--- config.mk ---
export PLATFORM = sky130hd
export DESIGN_NAME = modexp_engine
export DESIGN_NICKNAME = d
export VERILOG_FILES = /design/src/rtl/modexp_engine.sv
export SDC_FILE = /design/constraint.sdc
export NUM_CORES = 1
export LEC_CHECK = 0
export CORE_MARGIN = 5
export CORE_UTILIZATION = 41
export DETAILED_ROUTE_END_ITERATION = 16
export GPL_ROUTABILITY_DRIVEN = 0
export SETUP_SLACK_MARGIN = 0.2
export SYNTH_ARGS = -nofsm -noshare
export SYNTH_HDL_FRONTEND = slang
export SYNTH_SLANG_ARGS = --single-unit
--- constraint.sdc ---
create_clock -name clk -period 9.7 [get_ports clk]
set_input_delay 1.94 -clock clk [delete_from_list [all_inputs] [get_ports clk]]
set_output_delay 1.94 -clock clk [all_outputs]
set_load 0.01 [all_outputs]
--- src/rtl/modexp_engine.sv ---
// Constant-time modular exponentiation (left-to-right square-and-multiply over a
// bit-serial modular multiplier). Optional macro: MODEXP_ZERO_MOD_CHECK_EN.
module modexp_engine #(
  parameter int WIDTH     = 32,
  parameter int EXP_WIDTH = 32
) (
  input  logic                 clk,
  input  logic                 rst_n,
  input  logic                 start,
  input  logic [WIDTH-1:0]     base,
  input  logic [EXP_WIDTH-1:0] exponent,
  input  logic [WIDTH-1:0]     modulus,
  output logic                 busy,
  output logic                 done,
  output logic [WIDTH-1:0]     result,
  output logic                 err
);

  localparam int CW = (WIDTH > 1) ? $clog2(WIDTH) : 1;
  localparam int EW = (EXP_WIDTH > 1) ? $clog2(EXP_WIDTH) : 1;
  localparam logic [CW-1:0]    CNT_LAST = CW'(WIDTH - 1);
  localparam logic [EW-1:0]    BIT_TOP  = EW'(EXP_WIDTH - 1);
  localparam logic [WIDTH-1:0] ONE      = WIDTH'(1'b1);

  typedef enum logic [2:0] {
    S_IDLE, S_INIT, S_REDUCE, S_SQR, S_MUL, S_DONE
  } state_t;

  state_t               state_r;
  logic [WIDTH-1:0]     base_r, q_r, acc_r, gr_r, mx_r, my_r, mr_r, result_r;
  logic [EXP_WIDTH-1:0] exp_r;
  logic [CW-1:0]        cnt_r;
  logic [EW-1:0]        bit_r;
  logic                 busy_r, done_r, err_r;

  logic [WIDTH:0]       dbl_s, red_s, add_s, sum_s, q_ext_s;
  logic [WIDTH-1:0]     step_s, one_q_s, nacc_s;
  logic                 last_s;

  assign busy   = busy_r;
  assign done   = done_r;
  assign result = result_r;
  assign err    = err_r;

  // One multiplier step: r = 2r mod q, then r = r + x mod q when the current y bit is set
  always_comb begin
    q_ext_s = {1'b0, q_r};
    dbl_s   = {mr_r, 1'b0};
    red_s   = (dbl_s >= q_ext_s) ? (dbl_s - q_ext_s) : dbl_s;
    add_s   = red_s + {1'b0, mx_r};
    if (my_r[WIDTH-1]) begin
      sum_s = (add_s >= q_ext_s) ? (add_s - q_ext_s) : add_s;
    end else begin
      sum_s = red_s;
    end
    step_s  = sum_s[WIDTH-1:0];
    one_q_s = (q_r == ONE) ? {WIDTH{1'b0}} : ONE;
    last_s  = (cnt_r == CNT_LAST);
    nacc_s  = exp_r[bit_r] ? step_s : acc_r;
  end

  // Control FSM and datapath registers; every phase is WIDTH multiplier steps
  always_ff @(posedge clk or negedge rst_n) begin
    if (!rst_n) begin
      state_r  <= S_IDLE;
      base_r   <= '0;
      q_r      <= '0;
      exp_r    <= '0;
      acc_r    <= '0;
      gr_r     <= '0;
      mx_r     <= '0;
      my_r     <= '0;
      mr_r     <= '0;
      cnt_r    <= '0;
      bit_r    <= '0;
      busy_r   <= 1'b0;
      done_r   <= 1'b0;
      result_r <= '0;
      err_r    <= 1'b0;
    end else begin
      case (state_r)
        S_IDLE: begin
          if (start) begin
            base_r  <= base;
            exp_r   <= exponent;
            q_r     <= modulus;
            busy_r  <= 1'b1;
            state_r <= S_INIT;
          end else begin
            state_r <= S_IDLE;
          end
        end
        S_INIT: begin
          acc_r   <= one_q_s;
          mx_r    <= one_q_s;
          my_r    <= base_r;
          mr_r    <= '0;
          cnt_r   <= '0;
          bit_r   <= BIT_TOP;
`ifdef MODEXP_ZERO_MOD_CHECK_EN
          state_r <= (q_r == {WIDTH{1'b0}}) ? S_DONE : S_REDUCE;
`else
          state_r <= S_REDUCE;
`endif
        end
        S_REDUCE, S_SQR, S_MUL: begin
          mr_r  <= step_s;
          my_r  <= my_r << 1;
          cnt_r <= cnt_r + CW'(1'b1);
          if (last_s) begin
            mr_r  <= '0;
            cnt_r <= '0;
            if (state_r == S_REDUCE) begin
              gr_r    <= step_s;
              mx_r    <= acc_r;
              my_r    <= acc_r;
              state_r <= S_SQR;
            end else if (state_r == S_SQR) begin
              acc_r   <= step_s;
              mx_r    <= gr_r;
              my_r    <= step_s;
              state_r <= S_MUL;
            end else begin
              // The product is always computed; the exponent bit only selects it
              acc_r <= nacc_s;
              mx_r  <= nacc_s;
              my_r  <= nacc_s;
              if (bit_r == {EW{1'b0}}) begin
                state_r <= S_DONE;
              end else begin
                bit_r   <= bit_r - EW'(1'b1);
                state_r <= S_SQR;
              end
            end
          end
        end
        S_DONE: begin
          if (!done_r) begin
            done_r   <= 1'b1;
            result_r <= (q_r == {WIDTH{1'b0}}) ? {WIDTH{1'b0}} : acc_r;
`ifdef MODEXP_ZERO_MOD_CHECK_EN
            err_r    <= (q_r == {WIDTH{1'b0}});
`else
            err_r    <= 1'b0;
`endif
          end else begin
            done_r  <= 1'b0;
            err_r   <= 1'b0;
            busy_r  <= 1'b0;
            state_r <= S_IDLE;
          end
        end
        default: begin
          state_r <= S_IDLE;
          busy_r  <= 1'b0;
          done_r  <= 1'b0;
          err_r   <= 1'b0;
        end
      endcase
    end
  end

endmodule

## Word-level counts from Yosys, hierarchy flattened

Cells that the tools add are included.

| storage, ports and cells | value |
|---|---|
| ROM bits | 0 |
| memories | 0 |
| bits in latches | 0 |
| memory bits (writable) | 0 |
| bits in registers | 303 |
| output and inout port bits | 35 |

| cells by class | value |
|---|---|
| $add $sub $neg | 5 |
| mux-type cells | 39 |
| shift-type cells | 0 |
| magnitude comparators | 3 |
| multipliers | 0 |
| reductions and logical operators | 14 |
| equality and inequality tests | 13 |
| bitwise operators | 2 |
| divide/modulo/power cells | 0 |

Operator list:

| cell | count |
|---|---|
| $mux 32 | 12 |
| $pmux 32 s2 | 4 |
| $ge 33x32->1 | 2 |
| $add 33x32->33 | 1 |
| $mux 33 | 1 |
| $sub 33x32->33 | 1 |
| $eq 32x1->1 const B | 1 |
| $logic_not 32->1 | 1 |
| $sub 32x32->32 | 1 |
| $mux 5 | 5 |
| $pmux 5 s2 | 2 |
| $mux 3 | 5 |
| $ne 2x2->1 const B | 6 |
| $pmux 3 s4 | 1 |
| $reduce_and 2->1 | 4 |
| $eq 3x2->1 const B | 2 |
| $eq 3x3->1 const B | 2 |
| $lt 5x6->1 const B | 1 |
| $mux 1 | 6 |
| $reduce_and 3->1 | 2 |
| $add 5x1->5 const B | 1 |
| $bmux 1 s5 | 1 |
| $eq 5x5->1 const B | 1 |
| $logic_not 5->1 | 1 |
| 11 further kinds | 12 |

## Logic depth before layout (Yosys ltp)

Gate-level depths: netlist of the first run.

| depth | value |
|---|---|
| word-level depth | 11 |
| gate-level depth with buffers | 37 |

## Worst setup path after synthesis of the first run

OpenSTA, ideal clock, no wires.

| timing path | value |
|---|---|
| kind | register -> register |
| from | register q_r[10] |
| to | register gr_r[3] |
| slack | 2.654 ns |
| arrival time | 6.922 ns |
| period minus slack after synthesis | 7.046 ns |
| stages on the path, launching flop included | 33 |
| path buffers | 2 |
| setup time | 0.125 ns |
| cell sequence | dfrtp_1 > inv_1 > ha_1 > a21oi_1 > o22ai_1 > nor4b_1 > a21oi_2 > a41oi_4 > clkbuf_1 > mux2i_1 > inv_1 > ha_1 > a211oi_1 > o21ai_0 > a31o_2 > a21o_1 > a21o_1 > a21oi_1 > xor2_1 > inv_1 > ha_1 > and3_1 > nor4b_1 > o2111ai_1 > o221ai_2 > a21o_1 > a31oi_1 > a21bo_2 > mux2i_4 > buf_6 > mux2i_1 > a21oi_1 > mux2_2 |

| on the way | value |
|---|---|
| word-level cells in the longest chain between the ends | 6 |

Ends and longest elaborated chain:

| item | line | RTL |
|---|---|---|
| from (decl) | 30 | `logic [WIDTH-1:0] base_r, q_r, acc_r, gr_r, mx_r, my_r, mr_r, result_r;` |
| from (signal assigned) | 86 | `q_r <= modulus;` |
| $sub 33x32->33 or $ge 33x32->1 (tied branches) | 49 | `red_s = (dbl_s >= q_ext_s) ? (dbl_s - q_ext_s) : dbl_s;` |
| $mux 33 | 49 |  |
| $add 33x32->33 | 50 | `add_s = red_s + {1'b0, mx_r};` |
| $ge 33x32->1 or $sub 32x32->32 (tied branches) | 52 | `sum_s = (add_s >= q_ext_s) ? (add_s - q_ext_s) : add_s;` |
| $mux 32 | 52 |  |
| $mux 32 * | 51 | `if (my_r[WIDTH-1]) begin` |
| to (signal assigned) | 114 | `gr_r <= step_s;` |
| to (decl) | 30 |  |

Mark *: on every way between the ends. The rest lies on a longest branch, timed or not.
A chain may end at the register's enable or synchronous reset.

## Worst setup path after layout of the first run

| timing path | value |
|---|---|
| from | register q_r[11] |
| to | register gr_r[10] |

Same word-level chain as after synthesis.

==> flow_summary_export.csv, run 1 <==
group,metric,value,unit
status,status,"finished, final reports clean",
global_route,first_global_vias,16700,
global_route,gr-total-overflow,0,
clock_network,clock_path_buffers,3,
route,drtAntennaViolNets,0,
clock_network,clkSinkCount,303,
sta,setup-violations-final,0,
power,clkPwrFrac,0.512,
cells_and_area,num_antenna_cells,0,
synth,synthCells,2128,
global_route,grt_pass1_wl,101000,microns
worst_setup_path,r2r_end,"gr_r[10]",
route,dr.pass1.iters,6,
power,power.density,121,nW/um^2
sta,fin_skew,0.0206,ns
power,p_sw,0.624,mW
die,fp.dieW,228,microns
cells_and_area,layout.nets,2398,
die,core.rowCount,80,
worst_setup_path,crit_buf_inv,3,
power,p_int,2.10,mW
die,coreArea,47400,sq um
sta,max_slew_margin,0.209,
synth,async_flop_share,1.00,
worst_setup_path,critPathCaptureType,"flip-flop",
worst_setup_path,cp_top_family,"compound AO/OA/AOI/OAI gates",
worst_setup_path,crit_slowest_cell,"o21ai_0",
sta,tns,0,ns
route,drt_iter0_markers,1871,
synth,synthDistinctLibCells,92,
route,drt-total-wl,65900,microns
worst_setup_path,reg2reg_slack,0.57,ns
worst_setup_path,worstPathMaxFanout,19,
sta,rsz0062_at_grt,"no",
worst_setup_path,required,10.14,ns
sta,min_period_over_period,0.941,
worst_hold_path,whs_path_depth,2,
cells_and_area,area_growth,15.7,%
die,dieHeight,228,microns
route,dr_total_vias,17500,
worst_setup_path,cpPeakStageDelay,0.72,ns
sta,max_freq,110,MHz
place,dp_hpwl,48000,microns
run,drv_cap,0,
synth,syn_avg_cell_area,9.19,sq um
global_route,grt_use_total,0.243,
worst_setup_path,r2r-start,"q_r[11]",
die,boundaryPins,134,
sta,slew_viol_final,0,
clock_network,clk_pin_slew_worst_paths,0.07,ns
clock_network,post_cts_buffers,0,
worst_setup_path,cp.arrival,9.57,ns
place,numPortBuffers,132,
worst_hold_path,hold_start,"gr_r[1]",
sta,hold_viol,0,
die,floorplan.initialDensity,0.412,
worst_setup_path,critPathLaunchType,"flip-flop",
global_route,grt_max_degree,129,
synth,ys_warn_count,0,
worst_setup_path,crit_type,"flip-flop to flip-flop",
clock_network,cts_tree,"built",
sta,whs,0.484,ns
synth,netlist_area,19600,sq um
cells_and_area,drive_gt1_frac,0.108,
route,post_drt_wl_per_cell,23.2,microns
synth,synth_nets,2330,
die,fp.dieArea,52200,sq um
clock_network,clkLatencyLatePin,0.57,ns
clock_network,htreeDepth,2,
synth,ys_ff_latch,303,
synth,yosysSeqAreaShare,0.388,
worst_hold_path,min_to,"gr_r[1]",
synth,synth_edf_count,0,
worst_hold_path,hold_class,"flip-flop to flip-flop",
power,pwr-share-seq,0.463,
power,switching_share,0.229,
sta,layout_min_cycle_time,9.13,ns
route,vias_per_cell,6.16,
power,p_leak,10.5,nW
route,drc,0,
clock_network,cts_made_buffers,37,
global_route,grt_antenna_before_repair,0,
worst_setup_path,reg2regPathDepth,30,
clock_network,cts_root_buf,"clkbuf_16",
power,pwr-share-comb,0.025,
sta,worstMarginPinSlew,1.18,ns
power,ir_drop,117,uV
synth,synth_ff_type,"dfrtp_1",
[cells in the final DEF, fill, tap and decap left out, types with 53 or more instances in the layout]
cell and n:
xnor2_1 58, ha_1 99, nor2_1 99, o21ai_0 160, dfrtp_1 302, mux2_2 90
clkdlybuf4s50_1 131, a21o_1 53, a21oi_1 163, nand2_1 213, inv_1 85, nand3_1 65
[tightest hold or removal path, cell delays in order, from the launching register on]
cell	delay (ns)
dfrtp_1	0.35
nand2_1	0.05
o21ai_0	0.06
[state kept, by name (all words and copies together), names as in the netlist]
| signal | count |
|---|---|
| busy | 1 |
| done | 1 |
| exp_r | 32 |
| result | 32 |
| state_r | 3 |
| q_r | 32 |
| cnt_r | 5 |
| mr_r | 32 |
| my_r | 32 |
| gr_r | 32 |
| base_r | 32 |
| acc_r | 32 |
| mx_r | 32 |
| bit_r | 5 |
[worst max-delay path by stage]
stage	from	to	slack [ns]	depth (start not counted)
final	q_r[11]	gr_r[10]	0.57	30
after global routing	q_r[1]	gr_r[10]	0.24	32
after CTS	q_r[10]	gr_r[7]	0.70	31
after detailed placement	q_r[8]	gr_r[7]	0.74	31
after global placement	q_r[1]	gr_r[7]	0.80	28
after floorplan	q_r[10]	gr_r[3]	2.65	32
[final cells by class]
| cell class | count | area (sq um) |
|---|---|---|
| inverter | 87 | 327 |
| clock buffer | 48 | 1020 |
| fill | 4473 | 24800 |
| multi-input combinational | 1606 | 11200 |
| timing repair buffer | 161 | 1540 |
| sequential | 303 | 7580 |
| clock inverter | 18 | 205 |
| tap | 615 | 769 |
[routing by layer]
metal | GRT usage | vias up | wire length [microns]
li1 | - | 7980 | -
met1 | 0.372 | 8564 | 30500
met2 | 0.349 | 833 | 27500
met3 | 0.0497 | 104 | 6150
met4 | 0.0639 | 0 | 1790
met5 | 0 | - | 0
[through the flow]
stage	total power [mW]	cell area, sq um	setup slack (ns)	cells	util
5_1_grt	2.82	22600	0.238	2838	0.477
4_1_cts	2.76	22600	0.699	2837	0.476
2_1_floorplan	1.29	19600	2.65	2128	-
3_5_place_dp	1.36	21400	0.738	2771	0.451
3_3_place_gp	1.36	21400	0.797	2771	0.451
6_report	2.73	22600	0.573	2838	0.477
[kinds of logic after synthesis]
family / synth area share
and+or+nand+nor: 0.128
other: 0.000192
muxes: 0.0896
AOI/OAI and AO/OA: 0.243
adders and majority gates: 0.0676
xor gates and xnor gates: 0.0394
DFF: 0.388
buffers and inverters: 0.0448
[power groups by stage]
stage | Combinational (mW) | Sequential [mW] | Clock [mW]
detailed placement | 0.0702 | 1.29 | 0
finish | 0.0682 | 1.26 | 1.40
global placement | 0.0699 | 1.29 | 0
floorplan | 0.000953 | 1.29 | 0
CTS | 0.0707 | 1.26 | 1.43
global route | 0.0760 | 1.26 | 1.48
[synthesized netlist by cell type, types with 5 or more instances]
| cell | n | area share |
|---|---|---|
| nand3_1 | 66 | 0.017 |
| xnor2_1 | 58 | 0.026 |
| a22o_1 | 52 | 0.023 |
| o21bai_1 | 13 | 0.0050 |
| a221oi_1 | 7 | 0.0031 |
| nand2b_1 | 9 | 0.0029 |
| ha_1 | 100 | 0.064 |
| nand4_1 | 21 | 0.0067 |
| clkbuf_1 | 107 | 0.021 |
| mux2_2 | 90 | 0.052 |
| and3_1 | 22 | 0.0070 |
| mux2i_1 | 41 | 0.021 |
| o21ai_0 | 161 | 0.041 |
| nor3_1 | 26 | 0.0067 |
| inv_1 | 85 | 0.016 |
| nor4_1 | 14 | 0.0045 |
| mux4_2 | 10 | 0.012 |
| o21a_1 | 19 | 0.0073 |
| o221ai_1 | 8 | 0.0036 |
| nand2_1 | 214 | 0.041 |
| o21ai_1 | 24 | 0.0061 |
| a31oi_1 | 36 | 0.012 |
| nand3b_1 | 15 | 0.0058 |
| a211o_1 | 18 | 0.0081 |
| xor2_1 | 30 | 0.013 |
| o22ai_1 | 24 | 0.0077 |
| nor2_1 | 104 | 0.020 |
| a21boi_0 | 5 | 0.0019 |
| o2bb2ai_1 | 5 | 0.0022 |
| nor2b_1 | 8 | 0.0026 |
| a22oi_1 | 13 | 0.0050 |
| o211ai_1 | 43 | 0.017 |
| a21oi_1 | 165 | 0.042 |
| buf_2 | 18 | 0.0046 |
| and2_1 | 10 | 0.0032 |
| a211oi_1 | 13 | 0.0050 |
| dfrtp_1 | 303 | 0.39 |
| o31ai_1 | 12 | 0.0046 |
| a21o_1 | 53 | 0.020 |
| or2_2 | 6 | 0.0019 |
[repair_timing]
item,in CTS,in global routing
gates resized for setup,0,5
endpoints found under the hold margin,0,0
endpoints found under the setup margin,0,118
hold buffers,0,0
Note: power is estimated with default switching activity, not from simulation.
==> run 2: changes to the inputs <==
--- a/config.mk
+++ b/config.mk
@@ -5,7 +5,8 @@
 export SDC_FILE = /design/constraint.sdc
 export NUM_CORES = 1
 export LEC_CHECK = 0
-export CORE_MARGIN = 5
+export CAP_MARGIN = 20
+export CORE_MARGIN = 2
 export CORE_UTILIZATION = 41
 export DETAILED_ROUTE_END_ITERATION = 16
 export GPL_ROUTABILITY_DRIVEN = 0
==> flow_summary_export.csv, run 2 (same netlist as run 1, synthesis figures left out) <==
group,metric,value,unit
status,status,"finished, final reports clean",
clock_network,htreeDepth,2,
route,drt-total-wl,64400,microns
clock_network,clkSinkCount,303,
die,coreArea,47400,sq um
global_route,grt_max_degree,119,
worst_setup_path,crit_type,"flip-flop to flip-flop",
cells_and_area,final_cell_mix,"dfrtp_1 (302), nand2_1 (213), a21oi_1 (164), o21ai_0 (161), clkdlybuf4s50_1 (131)",
worst_setup_path,critPathLaunchType,"flip-flop",
route,drtAntennaViolNets,0,
clock_network,cts_hold_repair.buffers,0,
cells_and_area,layout.nets,2395,
worst_setup_path,cp.arrival,9.52,ns
worst_hold_path,hold_class,"flip-flop to flip-flop",
sta,worstMarginPinSlew,1.00,ns
sta,max_freq,111,MHz
die,fp.dieArea,49500,sq um
worst_setup_path,reg2regPathDepth,30,
die,fp.dieW,222,microns
cells_and_area,multi_input_area,11200,sq um
cells_and_area,area_growth,15.9,%
worst_setup_path,r2r-start,"q_r[1]",
place,placed_area,21400,sq um
die,floorplan.initialDensity,0.412,
global_route,first_global_vias,16700,
power,power.density,122,nW/um^2
cells_and_area,design_area,22700,sq um
clock_network,clk_pin_slew_worst_paths,0.06,ns
clock_network,cts_resized,0,
worst_setup_path,reg2reg_slack,0.67,ns
global_route,grt_antenna_before_repair,0,
clock_network,clock_path_buffers,3,
clock_network,cts_tree,"built",
clock_network,post_cts_buffers,0,
cells_and_area,final_common_cell,"dfrtp_1",
power,ir_drop,124,uV
power,p_leak,10.5,nW
run,drv_cap,0,
route,dr.pass1.iters,6,
global_route,gr-total-overflow,0,
die,dieHeight,222,microns
die,core.rowCount,80,
clock_network,cts_root_buf,"clkbuf_16",
route,drc,0,
cells_and_area,drive_gt1_frac,0.104,
clock_network,clkLatencyLatePin,0.58,ns
cells_and_area,seq_area,7580,sq um
die,boundaryPins,134,
sta,tns,0,ns
cells_and_area,fillers,4499,
worst_setup_path,cpPeakStageDelay,0.73,ns
sta,setup-violations-final,0,
global_route,grt_use_total,0.259,
worst_setup_path,worstPathMaxFanout,54,
sta,max_slew_margin,0.330,
place,dp_hpwl,47200,microns
worst_setup_path,crit_slowest_cell,"a21oi_1",
worst_hold_path,whs_path_depth,2,
worst_setup_path,endpoint,"gr_r[7]",
power,p_total,2.77,mW
sta,layout_min_cycle_time,9.03,ns
cells_and_area,num_antenna_cells,0,
sta,fin_skew,0.0299,ns
worst_setup_path,critPathCaptureType,"flip-flop",
route,dr_total_vias,17400,
route,vias_per_cell,6.13,
sta,rsz0062_at_grt,"no",
worst_setup_path,required,10.19,ns
sta,slew_viol_final,0,
clock_network,cts_made_buffers,36,
worst_setup_path,crit_start,"q_r[1]",
sta,min_period_over_period,0.931,
global_route,grt_pass1_wl,100000,microns
sta,hold_viol,0,
worst_setup_path,r2r_end,"gr_r[7]",
route,post_drt_wl_per_cell,22.7,microns
place,numPortBuffers,132,
route,drt_iter0_markers,1976,
[run 2: worst min path at each step]
stage / from / to / slack, ns
6_report: gr_r[25] / gr_r[25] / 0.48
5_1_grt: my_r[10] / my_r[10] / 0.50
4_1_cts: gr_r[24] / gr_r[24] / 0.49
3_5_place_dp: gr_r[1] / gr_r[1] / 0.47
3_3_place_gp: gr_r[23] / gr_r[23] / 0.46
2_1_floorplan: cnt_r[3] / cnt_r[3] / 0.44
[run 2: through the flow]
stage               worst slack (ns)  hold WS, ns  cells  utilization
CTS                            0.860        0.485   2833        0.477
finish                         0.670        0.479   2834        0.478
detailed placement             0.884        0.472   2769        0.450
global placement               0.990        0.462   2768        0.450
floorplan                       2.65        0.443   2128            -
global route                   0.276        0.504   2834        0.478
[run 2: cell type report]
| cell class | instances | area share |
|---|---|---|
| timing repair buffer | 160 | 0.0689 |
| multi-input combinational | 1605 | 0.492 |
| inverter | 87 | 0.0144 |
| tap | 615 | 0.0340 |
| clock buffer | 53 | 0.0470 |
| clock inverter | 11 | 0.00867 |
| sequential | 303 | 0.335 |
[run 2: where the power goes]
part / leakage, nW / switching, mW / internal (mW)
sequential: 4.01 / 0 / 1.26
clock: 0.608 / 0.586 / 0.851
combinational: 5.87 / 0.0318 / 0.0355
[run 2: critical path, delay by kind of cell, from the launching register on]
family	cells	cell delay, ns
AO/OA/AOI/OAI	16	5.01
multiplexers	4	1.12
adder cells (fa/ha/maj)	3	0.88
flip-flops	1	0.47
buffers and inverters	5	1.07
XOR/XNOR	1	0.20
AND/OR/NAND/NOR	1	0.15
[run 2: routing by layer]
metal / vias to the layer above / part of all wire / GRT usage
met5: - / 0 / 0
met4: 0 / 0.026 / 0.0721
met3: 92 / 0.083 / 0.0435
met2: 752 / 0.42 / 0.374
met1: 8543 / 0.47 / 0.395
li1: 7982 / - / -
